**src/rtl/mod_pkg.sv**
```systemverilog
`default_nettype none
// ============================================================================
// Module      : mod_pkg
// Description : Shared types and defaults for the modulation frame sequencer.
// Revision    : 1.0 - initial release
// ============================================================================
package mod_pkg;

  // Frame sequencer states
  typedef enum logic [1:0] {
    ST_IDLE     = 2'd0,
    ST_PREAMBLE = 2'd1,
    ST_DATA     = 2'd2,
    ST_GUARD    = 2'd3
  } state_t;

  localparam int   DEF_BIT_PERIOD    = 250000;
  localparam int   DEF_PREAMBLE_BITS = 8;
  localparam int   DEF_GUARD_BITS    = 4;

  // Level of the first preamble bit; subsequent bits alternate
  localparam logic PREAMBLE_START    = 1'b1;

endpackage
`default_nettype wire

```
**src/rtl/mod_bit_timer.sv**
```systemverilog
`default_nettype none
// ============================================================================
// Module      : mod_bit_timer
// Description : Bit-period counter. Counts 0..PERIOD-1 while enabled and
//               flags the last cycle of each period; held at 0 when disabled.
// Revision    : 1.0 - initial release
// ============================================================================
module mod_bit_timer #(
  parameter int PERIOD = 4
) (
  input  logic clk,
  input  logic rst_n,
  input  logic en,
  output logic strobe
);

  localparam int               CNT_W = (PERIOD > 1) ? $clog2(PERIOD) : 1;
  localparam logic [CNT_W-1:0] LAST  = CNT_W'(PERIOD - 1);

  logic [CNT_W-1:0] count;

  assign strobe = en && (count == LAST);

  // Free-running period counter, wraps straight back to 0 after the strobe
  always_ff @(posedge clk or negedge rst_n) begin
    if (!rst_n) begin
      count <= '0;
    end else if (!en) begin
      count <= '0;
    end else if (count == LAST) begin
      count <= '0;
    end else begin
      count <= count + CNT_W'(1);
    end
  end

endmodule
`default_nettype wire

```
**src/rtl/mod_frame_seq.sv**
```systemverilog
`default_nettype none
// ============================================================================
// Module      : mod_frame_seq
// Description : Serial frame sequencer for a modulated carrier: preamble,
//               MSB-first payload bytes and a guard interval, plus carrier
//               enable, latched mode and AM depth.
//               Optional macro MOD_DEPTH_RAMP_EN: depth ramps 1 LSB/clk up
//               toward depth_tgt and back to 0 during GUARD (GUARD extended
//               until the depth reaches 0).
// Revision    : 1.0 - initial release
// ============================================================================
module mod_frame_seq
  import mod_pkg::*;
#(
  parameter int BIT_PERIOD    = DEF_BIT_PERIOD,
  parameter int PREAMBLE_BITS = DEF_PREAMBLE_BITS,
  parameter int GUARD_BITS    = DEF_GUARD_BITS,
  parameter int DEPTH_W       = 9
) (
  input  logic               clk,
  input  logic               rst_n,
  input  logic [7:0]         byte_data,
  input  logic               byte_valid,
  input  logic               byte_last,
  output logic               byte_ready,
  input  logic               mode_fsk,
  input  logic [DEPTH_W-1:0] depth_tgt,
  output logic               bit_out,
  output logic               bit_strobe,
  output logic               carrier_en,
  output logic               mode_lat,
  output logic [DEPTH_W-1:0] depth_out,
  output logic               busy,
  output logic               frame_done,
  output logic               underrun
);

  // Remaining-bit counters are loaded with "bits - 1" and count down to 0
  localparam logic [7:0] PRE_LAST = (PREAMBLE_BITS == 0) ? 8'd0 : 8'(PREAMBLE_BITS - 1);
  localparam logic [7:0] GRD_LAST = 8'(GUARD_BITS - 1);

  state_t     state;
  logic [7:0] shreg;
  logic [2:0] bit_idx;
  logic       last_held;
  logic [7:0] pre_left;
  logic [7:0] grd_left;
  logic       idle_rdy;
  logic       strobe;
  logic       data_rdy;
  logic       accept;
  logic       depth_zero;
  logic       guard_exit;

  mod_bit_timer #(
    .PERIOD (BIT_PERIOD)
  ) u_bit_timer (
    .clk    (clk),
    .rst_n  (rst_n),
    .en     (busy),
    .strobe (strobe)
  );

  assign busy       = (state != ST_IDLE);
  assign bit_strobe = strobe;
  // Next byte can only be taken on the final bit boundary of a non-last byte
  assign data_rdy   = (state == ST_DATA) && (bit_idx == 3'd0) && strobe && !last_held;
  assign byte_ready = idle_rdy || data_rdy;
  assign accept     = (state == ST_IDLE) && idle_rdy && byte_valid;

`ifdef MOD_DEPTH_RAMP_EN
  assign depth_zero = (depth_out == '0);
`else
  assign depth_zero = 1'b1;
`endif

  assign guard_exit = (state == ST_GUARD) && strobe && (grd_left == 8'd0) && depth_zero;

  // Frame sequencing FSM with registered outputs
  always_ff @(posedge clk or negedge rst_n) begin
    if (!rst_n) begin
      state      <= ST_IDLE;
      shreg      <= 8'd0;
      bit_idx    <= 3'd0;
      last_held  <= 1'b0;
      pre_left   <= 8'd0;
      grd_left   <= 8'd0;
      idle_rdy   <= 1'b0;
      bit_out    <= 1'b1;
      carrier_en <= 1'b0;
      mode_lat   <= 1'b0;
      frame_done <= 1'b0;
      underrun   <= 1'b0;
    end else begin
      frame_done <= 1'b0;
      underrun   <= 1'b0;
      case (state)
        ST_IDLE: begin
          idle_rdy <= 1'b1;
          if (accept) begin
            shreg      <= byte_data;
            last_held  <= byte_last;
            mode_lat   <= mode_fsk;
            carrier_en <= 1'b1;
            idle_rdy   <= 1'b0;
            pre_left   <= PRE_LAST;
            bit_idx    <= 3'd7;
            if (PREAMBLE_BITS == 0) begin
              state   <= ST_DATA;
              bit_out <= byte_data[7];
            end else begin
              state   <= ST_PREAMBLE;
              bit_out <= PREAMBLE_START;
            end
          end
        end
        ST_PREAMBLE: begin
          if (strobe) begin
            if (pre_left == 8'd0) begin
              state   <= ST_DATA;
              bit_idx <= 3'd7;
              bit_out <= shreg[7];
            end else begin
              pre_left <= pre_left - 8'd1;
              bit_out  <= ~bit_out;
            end
          end
        end
        ST_DATA: begin
          if (strobe) begin
            if (bit_idx != 3'd0) begin
              bit_idx <= bit_idx - 3'd1;
              bit_out <= shreg[bit_idx - 3'd1];
            end else if (last_held) begin
              state    <= ST_GUARD;
              grd_left <= GRD_LAST;
              bit_out  <= 1'b1;
            end else if (byte_valid) begin
              // Back-to-back byte: continue without a gap bit
              shreg     <= byte_data;
              last_held <= byte_last;
              bit_idx   <= 3'd7;
              bit_out   <= byte_data[7];
            end else begin
              underrun <= 1'b1;
              state    <= ST_GUARD;
              grd_left <= GRD_LAST;
              bit_out  <= 1'b1;
            end
          end
        end
        ST_GUARD: begin
          bit_out <= 1'b1;
          if (guard_exit) begin
            state      <= ST_IDLE;
            carrier_en <= 1'b0;
            frame_done <= 1'b1;
            idle_rdy   <= 1'b1;
          end else if (strobe && (grd_left != 8'd0)) begin
            grd_left <= grd_left - 8'd1;
          end
        end
        default: state <= ST_IDLE;
      endcase
    end
  end

`ifdef MOD_DEPTH_RAMP_EN
  // Depth slews 1 LSB per clock: toward the target while transmitting, to 0 in GUARD
  always_ff @(posedge clk or negedge rst_n) begin
    if (!rst_n) begin
      depth_out <= '0;
    end else if (!carrier_en) begin
      depth_out <= '0;
    end else if (state == ST_GUARD) begin
      if (!depth_zero) depth_out <= depth_out - DEPTH_W'(1);
    end else if (depth_out < depth_tgt) begin
      depth_out <= depth_out + DEPTH_W'(1);
    end else if (depth_out > depth_tgt) begin
      depth_out <= depth_out - DEPTH_W'(1);
    end
  end
`else
  // Depth follows the target while the carrier will be on, else forced to 0
  always_ff @(posedge clk or negedge rst_n) begin
    if (!rst_n) begin
      depth_out <= '0;
    end else if (accept || (busy && !guard_exit)) begin
      depth_out <= depth_tgt;
    end else begin
      depth_out <= '0;
    end
  end
`endif

endmodule
`default_nettype wire

```
**config.mk**
```make
export PLATFORM = sky130hd
export DESIGN_NAME = mod_frame_seq
export DESIGN_NICKNAME = d
export VERILOG_FILES = /design/src/rtl/mod_pkg.sv /design/src/rtl/mod_bit_timer.sv /design/src/rtl/mod_frame_seq.sv
export SDC_FILE = /design/constraint.sdc
export NUM_CORES = 1
export LEC_CHECK = 0
export BUFFER_PORTS_ARGS = -buffer_cell sky130_fd_sc_hd__buf_2
export CAP_MARGIN = 20
export CELL_PAD_IN_SITES_DETAIL_PLACEMENT = 2
export CELL_PAD_IN_SITES_GLOBAL_PLACEMENT = 2
export CORE_ASPECT_RATIO = 0.8
export CORE_MARGIN = 10
export CORE_UTILIZATION = 37
export DETAILED_ROUTE_END_ITERATION = 16
export HOLD_SLACK_MARGIN = 0.06
export PLACE_DENSITY = 0.77
export SYNTH_ARGS = -nofsm -noshare
export SYNTH_HDL_FRONTEND = slang
export SYNTH_SLANG_ARGS = --single-unit
```
**constraint.sdc**
```tcl
create_clock -name clk -period 2.69 [get_ports clk]
set_input_delay 0.269 -clock clk [delete_from_list [all_inputs] [get_ports clk]]
set_output_delay 0.269 -clock clk [all_outputs]
set_load 0.1 [all_outputs]
```
Word-level counts from Yosys, hierarchy flattened
Cells that the tools add are included.
- add/sub/neg operators: 4
- multipliers: 0
- divide/modulo/power cells: 0
- order comparisons: 1
- equal/unequal tests: 18
- shift-type cells: 0
- multiplexer cells: 65
- bitwise gates (word level): 1
- reductions and logical operators: 36
- operators by type and width (cell ; number):
    $mux 8 ; 14
    $pmux 8 s2 ; 3
    $mux 18 ; 2
    $mux 1 ; 23
    $mux 3 ; 7
    $ne 2x2->1 const B ; 10
    $add 18x1->18 const B ; 1
    $eq 18x18->1 const B ; 1
    $logic_not 8->1 ; 2
    $mux 2 ; 8
    $sub 8x1->8 const B ; 2
    $reduce_and 7->1 ; 2
    $reduce_and 6->1 ; 2
    $logic_and 1x1->1 ; 10
    $reduce_bool 2->1 ; 5
    $mux 9 ; 1
    $pmux 3 s3 ; 1
    $pmux 2 s4 ; 1
    $reduce_and 4->1 ; 2
    $reduce_bool 8->1 ; 1
    $ne 3x2->1 const B ; 2
    $pmux 1 s2 ; 3
    $reduce_and 3->1 ; 2
    $reduce_bool 3->1 ; 2
    14 further kinds ; 18
- register bits after elaboration: 63
- bits in latches: 0
- RAM bits: 0
- bits in read-only memories: 0
- logic and storage cells: 139
- memories kept: 0

Longest topological paths before layout
Gate-level depths: netlist of run 1.
- depth after elaboration: 8
- depth in mapped cells: 8

Modules after synthesis
A second synthesis of run 1 with hierarchy kept.
- cells, all modules: 332
- area, all modules: 3383.2 µm²
- by module, submodules not included (module ; times used ; cells an instance ; area an instance (µm²) ; seq. area each (µm²)):
    mod_frame_seq ; 1 ; 240 ; 2484.9 ; 1127.3
    mod_bit_timer ; 1 ; 92 ; 898.4 ; 450.4

Worst setup path after synthesis of run 1
OpenSTA, ideal clock, no wires.
- kind: register to output
- start: register u_bit_timer.count[11]
- end: output port byte_ready
- arrival time: 2807 ps
- required time: 2421 ps
- setup slack: -386 ps
- cell stages (with the launch flop): 6
- path buffers: 0
- cell sequence: dfrtp_1 > or3_1 > nor3_1 > nand2_1 > inv_1 > a21o_1
- word-level cells in the longest chain between the ends: 5
- ends and longest elaborated chain (what ; line ; text):
    start: declaration ; mod_bit_timer.sv:20 ; logic [CNT_W-1:0] count;
    start signal: assignment ; mod_bit_timer.sv:33 ; count <= count + CNT_W'(1);
    $eq 18x18->1 ; mod_bit_timer.sv:22 ; assign strobe = en && (count == LAST);
    $logic_and 1x1->1 ; mod_bit_timer.sv:22 ;
    named net bit_strobe ; mod_frame_seq.sv:29 ; output logic bit_strobe,
    $logic_and 1x1->1 (2 in a row) ; mod_frame_seq.sv:67 ; assign data_rdy = (state == ST_DATA) && (bit_idx == 3'd0) && strobe && !last_held;
    $logic_or 1x1->1 ; mod_frame_seq.sv:68 ; assign byte_ready = idle_rdy || data_rdy;
    end: declaration ; mod_frame_seq.sv:25 ; output logic byte_ready,
The timed path passes the listed nets, and every way through them passes these cells.

Worst setup path in the final report of run 1
- start: register state[0]
- end: output port byte_ready
- word-level cells in the longest chain between the ends: 5
- elaborated cells between the ends (all ways): 7
- classes of those cells: 1 x eq/ne; 6 x reduce/logical
- ends and longest elaborated chain (what ; line ; text):
    start: declaration ; mod_frame_seq.sv:42 ; state_t state;
    start signal: assignment ; mod_frame_seq.sv:82 ; state <= ST_IDLE;
    start signal: assignment ; mod_frame_seq.sv:109 ; state <= ST_DATA;
    start signal: assignment ; mod_frame_seq.sv:112 ; state <= ST_PREAMBLE;
    $eq 2x2->1 or $reduce_bool 2->1 (tied branches) ; mod_frame_seq.sv:67, mod_frame_seq.sv:64 ;
    $logic_and 1x1->1 (on tied branches) ; mod_frame_seq.sv:67, mod_bit_timer.sv:22 ;
    $logic_and 1x1->1 * (2 in a row) ; mod_frame_seq.sv:67 ;
    $logic_or 1x1->1 * ; mod_frame_seq.sv:68 ;
Every way passes the cells marked *; elsewhere a longest branch is shown, timed or not.

==> results.py, run 1 <==
metrics = {
    "outcome": {
        "outcome": "finished, final reports clean",
    },
    "pwr": {
        "p_leak_nw": 1.72,
        "power.density_mw_per_mm2": 1110,
        "peakVddDrop_uv": 580,
    },
    "run": {
        "maxCapViolCount": 0,
    },
    "grt": {
        "antenna_found_initial": 0,
        "grt_use_met2_pct": 25.8,
        "gr-usage-met3_pct": 4.69,
        "use_met1_pct": 19.0,
        "grt.busiest_layer": "met2",
        "grt_start_max_net_pins": 38,
        "grt_pass1_wl_um": 16600,
        "grt_overflow_total": 0,
        "grt_use_total_pct": 15.6,
        "first_global_vias": 3002,
    },
    "layout": {
        "fin_nets": 401,
        "fillers": 942,
        "n_antenna_cell": 0,
        "area_growth_pct": 22.1,
        "drive_gt1_share_pct": 25.3,
        "final_core_util_pct": 46.5,
    },
    "route": {
        "antenna_left": 0,
        "drc": 0,
        "via_count": 2641,
        "drtPass1Iterations": 4,
        "wirelength_um": 9850,
        "avgViaCountPerCell": 5.47,
        "post_drt_wl_per_cell_um": 20.4,
        "first_iter_violations": 122,
    },
    "setup_path": {
        "rr_startpoint": "u_bit_timer.count[4]",
        "slowest_delay_ns": 0.41,
        "cp.arrival_ns": 2.35,
        "crit_buf_inv": 4,
        "cp_max_fo": 5,
        "required_ns": 2.42,
        "critPathKind": "flip-flop to primary output",
        "crit_path_cell_trace": "inv_1 > ha_2 > nand3b_1 > nor3_4 > nand2_2 > buf_4 > clkinvlp_4 > a21o_2 > buf_12",
        "cp_top_family": "buffers and inverters",
        "cp_slowest_cell": "dfrtp_1",
        "startpoint_type": "flip-flop",
        "cp-end-kind": "primary output",
        "reg2reg_slack_ns": 0.10,
        "worstSetupStartpoint": "state[0]",
    },
    "floorplanning": {
        "dieArea_mm2": 0.0129,
        "ioPinCount": 39,
        "rows": 30,
        "start_util_pct": 38.1,
        "die-height_um": 104,
        "coreArea_mm2": 0.00848,
        "die_w_um": 124,
    },
    "timing": {
        "report.final.setup_viol": 0,
        "fmax_mhz": 382,
        "worst_pin_slew_ns": 0.714,
        "min_period_over_period_pct": 97.4,
        "clock_skew_ns": 0.00769,
        "rsz0062_at_grt": "true",
        "fin_crit_ns": 2.62,
        "setup_slack_ns": 0.0700,
        "slew_headroom_pct": 52.0,
        "hold_violations": 0,
        "slew_violations": 0,
    },
    "logic_synthesis": {
        "ys_ff_latch": 63,
        "syn_area_per_cell_um2": 10.3,
        "synth-compound-area-share_pct": 10.7,
        "synth_seq_area_share_pct": 48.9,
        "synthAdderAreaFrac_pct": 4.65,
        "syn_inst": 312,
        "syn-num-nets": 346,
        "synth_edf_count": 0,
        "yosysWarnings": 0,
        "synth_area_leaders": "dfrtp_1 (48%), ha_1 (4.7%), nor2_1 (4.2%)",
        "synthXorXnorAreaFrac_pct": 5.43,
        "synth_area_mm2": 0.00323,
        "yosys.area.top_type": "dfrtp_1",
        "synth_simple_gate_area_share_pct": 21.4,
        "async_reset_ff_share_pct": 100,
        "netlist.area_leader.share_pct": 48.1,
        "synth_top_family_by_area": "simple AND/OR/NAND/NOR gates",
        "synthMuxAreaShare_pct": 6.55,
        "ys_types": 51,
        "synthFlopType": "dfrtp_1",
    },
    "worst_hold_path": {
        "hp-class": "input pin to flip-flop",
        "worstHoldStart": "depth_tgt[5]",
    },
    "clock_network": {
        "cts_buffer_depth": 2,
        "htreeDepth": 3,
        "cts-root-buf": "clkbuf_8",
        "clkSlewWorstSetupHoldPaths_ns": 0.07,
        "tritoncts": "done",
        "clk-insertion-delay-late_ns": 0.35,
        "clock_sinks": 63,
        "cts_inserted_buffers": 9,
    },
    "place": {
        "gp_congestion": 0.769,
        "dp_hpwl_um": 6630,
        "place_ws_ns": 0.143,
        "port_buffers": 38,
    },
}
==> metrics by stage <==
step           cell area [µm²]  power (mW)  setup TNS [ns]  hold WS, ns  cells
3_5_place_dp              3650        3.28               0        0.350    464
3_3_place_gp              3650        3.19               0        0.336    464
6_report                  3940        4.37               0        0.137    483
4_1_cts                   3900        4.33               0        0.131    481
5_1_grt                   3940        4.65         -0.0818        0.137    483
2_1_floorplan             3230        2.77               0      -0.0266    312
==> metal layers <==
| layer | vias up | part of all wire (%) |
|---|---|---|
| li1 | 1228 | - |
| met1 | 1364 | 44 |
| met2 | 35 | 51 |
| met3 | 14 | 3.8 |
| met4 | 0 | 1.3 |
| met5 | - | 0 |
==> cells in the final DEF, fill, tap and decap left out, drive strengths merged, types with 3 or more instances in the layout <==
cell type	count
inv	12
nand3b	3
or2	3
or3	8
o21ai	17
a211oi	3
nor3	10
o31ai	5
nor2	36
xnor2	9
nand2b	3
mux2	13
xor2	11
buf	50
clkbuf	11
nand2	18
nor4	7
or4	6
nor2b	10
bufinv	3
a21oi	8
ha	12
nand3	13
nand4	5
and3	3
dfrtp	62
==> cell type report <==
| cell class | instances | area (µm²) | area share (%) |
|---|---|---|---|
| timing repair buffer | 51 | 333 | 8.44 |
| inverter | 13 | 52.6 | 1.33 |
| multi-input combinational | 229 | 1610 | 40.9 |
| clock inverter | 4 | 95.1 | 2.41 |
| sequential | 63 | 1580 | 40.1 |
| tap | 112 | 140 | 3.56 |
| clock buffer | 11 | 131 | 3.33 |
==> worst paths after layout <==
check | endpoint | cells after the start
worst max-delay path | byte_ready | 9
worst min-delay path | depth_out[5] | 2
worst max register to register | state[1] | 5
worst min register to register | u_bit_timer.count[0] | 1
max in group asynchronous | bit_out | 3
min in group asynchronous | grd_left[5] | 2
==> cell usage after synthesis, types with 3 or more instances <==
cell	n
nand2_1	18
nand2b_1	3
o31ai_1	5
nand3_1	13
nand4_1	5
or4_1	5
xnor2_1	9
nand3b_1	3
nor3_1	9
ha_1	12
dfrtp_1	62
and3_1	3
xor2_1	11
nor4_1	7
nor2b_1	10
clkbuf_1	6
nor2_1	36
a21oi_1	8
or3_1	7
inv_1	13
o21ai_0	16
mux2_2	11
==> worst reg2reg max path, cell delays in order, from the launching register on <==
cell and delay, ns:
dfrtp_2 0.44, or4b_4 0.58, or2_0 0.25, or4_4 0.57, a211oi_4 0.28, mux2_1 0.35
==> sequential cells by signal, indices dropped and copies added (netlist names) <==
register / flops
u_bit_timer.count: 18
mode_lat: 1
pre_left: 8
bit_idx: 3
last_held: 1
underrun: 1
idle_rdy: 1
frame_done: 1
carrier_en: 1
grd_left: 8
state: 2
depth_out: 9
bit_out: 1
shreg: 8
==> power by group <==
group | total (mW) | internal (mW) | switching (mW)
logic | 1.98 | 0.618 | 1.36
registers | 1.40 | 1.20 | 0.202
clock network | 0.990 | 0.610 | 0.380
total | 4.37 | 2.43 | 1.94
==> cell families (layout without fill, tap and decap cells) <==
family | Yosys count | count (layout)
AOI/OAI and AO/OA | 50 | 50
DFF | 63 | 63
buffers and inverters | 20 | 79
xor gates and xnor gates | 20 | 20
muxes | 17 | 17
adders and majority gates | 12 | 12
and+or+nand+nor | 130 | 130
==> timing repair <==
action	CTS	global route
pin swaps	1	0
hold endpoints to repair	26	0
setup buffers	1	2
hold buffers	1	0
setup endpoints to repair	1	5
resized for setup	3	5
Power figures use the tool's default switching activity.
==> run 2, diff against run 1 <==
- CORE_ASPECT_RATIO: 0.8 -> unset
==> results.py, run 2 (synthesis gave the netlist of run 1 again) <==
metrics = {
    "grt": {
        "grt_overflow_total": 0,
        "grt_pass1_wl_um": 16000,
        "first_global_vias": 2957,
        "grt_start_max_net_pins": 64,
        "antenna_found_initial": 0,
        "grt_use_total_pct": 15.3,
    },
    "floorplanning": {
        "rows": 34,
        "coreArea_mm2": 0.00859,
        "die_w_um": 113,
        "start_util_pct": 37.6,
        "die-height_um": 113,
        "dieArea_mm2": 0.0129,
        "ioPinCount": 39,
    },
    "timing": {
        "worst_pin_slew_ns": 0.834,
        "hold_violations": 0,
        "clock_skew_ns": 0.0132,
        "slew_violations": 0,
        "slew_headroom_pct": 43.9,
        "fin_crit_ns": 2.66,
        "report.final.setup_viol": 0,
        "min_period_over_period_pct": 98.8,
        "fmax_mhz": 376,
        "whs_ns": 0.0934,
    },
    "setup_path": {
        "reg2reg_depth": 5,
        "critPathKind": "flip-flop to primary output",
        "cp.arrival_ns": 2.39,
        "required_ns": 2.42,
        "reg2reg_slack_ns": 0.07,
        "cp_max_fo": 5,
        "startpoint_type": "flip-flop",
        "cp-end-kind": "primary output",
        "r2r-end": "state[1]",
        "rr_startpoint": "u_bit_timer.count[4]",
    },
    "layout": {
        "layout_commonest_cell": "dfrtp_1",
        "final_core_util_pct": 45.5,
        "reg_top3": "u_bit_timer.count x18, depth_out x9",
        "largest_reg_flops": 18,
        "fin_nets": 401,
        "final_cell_mix": "dfrtp_1 (62), nor2_1 (36), buf_2 (36)",
        "n_antenna_cell": 0,
        "fillers": 929,
        "top_register": "u_bit_timer.count",
        "drive_gt1_share_pct": 25.3,
        "area_growth_pct": 21.2,
    },
    "worst_hold_path": {
        "hp-class": "input pin to async pin",
    },
    "clock_network": {
        "cts_buffer_depth": 2,
        "clk-insertion-delay-late_ns": 0.34,
        "htreeDepth": 3,
        "tritoncts": "done",
        "cts_inserted_buffers": 9,
        "cts-root-buf": "clkbuf_8",
        "clkSlewWorstSetupHoldPaths_ns": 0.08,
        "clock_sinks": 63,
        "cts_hold_buf": 0,
    },
    "route": {
        "drc": 0,
        "drtPass1Iterations": 4,
        "antenna_left": 0,
        "avgViaCountPerCell": 5.45,
        "post_drt_wl_per_cell_um": 19.8,
        "first_iter_violations": 89,
        "via_count": 2614,
        "wirelength_um": 9490,
    },
    "pwr": {
        "power.density_mw_per_mm2": 1090,
        "p_leak_nw": 1.71,
        "peakVddDrop_uv": 478,
        "power_mw": 4.27,
    },
    "place": {
        "gp_congestion": 0.752,
        "dp_hpwl_um": 6630,
        "port_buffers": 38,
    },
    "run": {
        "maxCapViolCount": 0,
    },
    "outcome": {
        "outcome": "finished, final reports clean",
    },
}
==> run 2: cell count changes in the layout (fill, tap and decap cells not counted), sizes merged <==
cell,change
clkinvlp,+1
bufinv,-1
dlygate4sd3,-1
clkinv,+1
buf,+1
==> run 2: cell type report <==
cell class	count	area [µm²]	share of cell area (%)
multi-input cells	229	1610	41.0
inverters	13	52.6	1.34
clock inverters	5	81.3	2.08
well taps	108	135	3.45
repair buffers	51	318	8.13
flip-flops and latches	63	1580	40.3
clock buffers	11	141	3.61
==> run 2: critical path: stages, from the launching register on <==
cell,delay [ns]
dfrtp_1,0.42
inv_1,0.12
ha_2,0.23
nand3b_1,0.24
nor3_4,0.27
nand2_2,0.13
buf_4,0.17
clkinvlp_4,0.12
a21o_2,0.17
buf_12,0.17
==> run 2: report_power, final <==
part	switching (mW)	internal [mW]
Combinational	1.34	0.605
Clock	0.389	0.547
Sequential	0.193	1.20
Total	1.92	2.35
==> run 2: worst max-delay path by stage <==
stage	slack, ns	cells after the start	to	start
after floorplan	0.09	5	byte_ready	u_bit_timer.count[11]
after global placement	0.21	5	state[1]	u_bit_timer.count[4]
after detailed placement	0.15	5	state[1]	u_bit_timer.count[4]
after CTS	0.003	7	byte_ready	u_bit_timer.count[4]
after global routing	-0.07	9	byte_ready	state[0]
final	0.03	9	byte_ready	state[0]
==> run 2: metal layers <==
| layer | part of all wire (%) | up-vias | track usage [%] |
|---|---|---|---|
| met5 | 0 | - | 0 |
| met4 | 1.6 | 0 | 4.06 |
| met3 | 4.6 | 11 | 4.88 |
| met2 | 53 | 43 | 27.2 |
| met1 | 41 | 1333 | 17.2 |
| li1 | - | 1227 | - |
==> run 2: per-stage QoR <==
stage | TNS, ns | setup WS [ns] | cell area (µm²) | std cells
finish | 0 | 0.0321 | 3910 | 480
global route | -0.135 | -0.0696 | 3910 | 480
CTS | 0 | 0.00263 | 3860 | 476
detailed placement | 0 | 0.153 | 3630 | 460
global placement | 0 | 0.209 | 3630 | 460
floorplan | 0 | 0.0902 | 3230 | 312
==> run 2: repair_timing <==
item	CTS	global route
setup endpoints to repair	1	2
pin swaps	0	1
cloned	0	0
buffers inserted	0	4
gates resized for setup	3	3
==> run 3, diff against run 2 <==
- CORE_UTILIZATION: 37 -> 40
- GPL_TIMING_DRIVEN: unset -> 0
- PLACE_DENSITY: 0.77 -> 0.82
- clock period: 2.69 -> 3.3 ns (I/O delays scaled with it)
==> results.py, run 3 (synthesis gave the netlist of run 1 again) <==
metrics = {
    "timing": {
        "min_period_over_period_pct": 89.8,
        "setup-tns-final_ns": 0,
        "clock_skew_ns": 0.00987,
        "rsz0062_at_grt": "false",
        "report.final.setup_viol": 0,
        "worst_pin_slew_ns": 0.839,
        "slew_headroom_pct": 44.0,
        "slew_violations": 0,
        "fmax_mhz": 338,
        "hold_violations": 0,
        "fin_crit_ns": 2.96,
        "whs_ns": 0.0508,
    },
    "pwr": {
        "power.density_mw_per_mm2": 904,
        "p_leak_nw": 1.65,
        "peakVddDrop_uv": 441,
    },
    "route": {
        "antenna_left": 0,
        "drc": 0,
        "post_drt_wl_per_cell_um": 19.7,
        "drtPass1Iterations": 4,
        "via_count": 2599,
        "avgViaCountPerCell": 5.55,
        "first_iter_violations": 76,
        "wirelength_um": 9210,
    },
    "grt": {
        "first_global_vias": 2919,
        "grt_start_max_net_pins": 64,
        "grt_use_total_pct": 16.3,
        "grt_overflow_total": 0,
        "antenna_found_initial": 0,
        "grt_pass1_wl_um": 15300,
    },
    "place": {
        "port_buffers": 38,
        "gp_congestion": 0.761,
        "dp_hpwl_um": 6480,
    },
    "clock_network": {
        "cts-root-buf": "clkbuf_8",
        "htreeDepth": 3,
        "clk-insertion-delay-late_ns": 0.34,
        "postCtsSetupRepairBufs": 0,
        "cts_buffer_depth": 2,
        "cts_inserted_buffers": 9,
        "clock_sinks": 63,
        "clkSlewWorstSetupHoldPaths_ns": 0.08,
        "tritoncts": "done",
        "cts_hold_buf": 0,
    },
    "floorplanning": {
        "rows": 32,
        "dieArea_mm2": 0.0121,
        "coreArea_mm2": 0.00781,
        "start_util_pct": 41.3,
        "ioPinCount": 39,
        "die_w_um": 110,
        "die-height_um": 110,
    },
    "setup_path": {
        "slowest_delay_ns": 0.60,
        "cp-end-kind": "primary output",
        "critPathKind": "flip-flop to primary output",
        "cp_max_fo": 5,
        "cp_slowest_cell": "or4b_4",
        "crit_path_cell_trace": "or4b_4 > nor3_2 > nand2_1 > inv_1 > a21o_1 > buf_2",
        "startpoint_type": "flip-flop",
        "reg2reg_slack_ns": 0.46,
        "cp.arrival_ns": 2.63,
        "required_ns": 2.97,
    },
    "layout": {
        "top_register": "u_bit_timer.count",
        "fillers": 843,
        "regArea_mm2": 0.00158,
        "fin_nets": 395,
        "n_antenna_cell": 0,
        "layout_commonest_cell": "dfrtp_1",
        "final_core_util_pct": 48.4,
        "reg_top3": "u_bit_timer.count x18, depth_out x9",
        "drive_gt1_share_pct": 21.0,
        "largest_reg_flops": 18,
        "final_cell_mix": "dfrtp_1 (62), buf_2 (38), nor2_1 (36)",
        "area_growth_pct": 17.0,
        "multi_input_area_mm2": 0.00158,
    },
    "worst_hold_path": {
        "hp-class": "input pin to async pin",
    },
    "outcome": {
        "outcome": "finished, final reports clean",
    },
    "run": {
        "maxCapViolCount": 0,
    },
}
[run 3: final timing paths]
check | endpoint | cells past startpoint | start
max | byte_ready | 6 | u_bit_timer.count[4]
min | underrun | 1 | rst_n
max reg2reg | bit_idx[1] | 7 | state[0]
min reg2reg | u_bit_timer.count[0] | 1 | u_bit_timer.count[0]
max in group asynchronous | pre_left[2] | 1 | rst_n
min in group clk | shreg[6] | 2 | byte_data[6]
[run 3: cell type report]
cell class	instances	share of cell area, %
multi-input combinational	229	41.8
tap	102	3.38
inverter	13	1.29
buffer	7	0.729
sequential	63	41.8
clock inverter	3	1.72
clock buffer	13	4.21
timing repair buffer	38	5.10
[run 3: what timing repair did]
action / 4_1_cts / 5_1_grt
resized for setup: 0 / 1
hold endpoints to repair: 0 / 0
setup endpoints to repair: 0 / 2
[run 3: where the power goes]
group          leakage (nW)  internal [mW]  switching (mW)
clock                 0.114          0.467           0.310
combinational         0.760          0.432            1.07
sequential            0.779          0.976           0.163
[run 3: worst max-delay path: cells and delay by family, from the launching register on]
family          cells  cell delay, ns
flops               1            0.44
simple gates        3            1.07
compound gates      1            0.14
buf+inv             2            0.64
[run 3: metrics by stage]
step	instance area, µm²	std cells	power [mW]	setup slack, ns
3_3_place_gp	3550	452	2.56	0.384
5_1_grt	3780	468	3.63	0.161
4_1_cts	3770	468	3.45	0.0489
6_report	3780	468	3.41	0.338
3_5_place_dp	3550	452	2.64	0.441
2_1_floorplan	3230	312	2.26	0.163
[run 3: per-layer routing]
metal	vias up	GRT usage, %	wire, µm
met5	-	0	0
met4	0	4.18	90
met3	8	5.27	429
met2	36	26.8	4550
met1	1338	20.1	4140
li1	1217	-	-
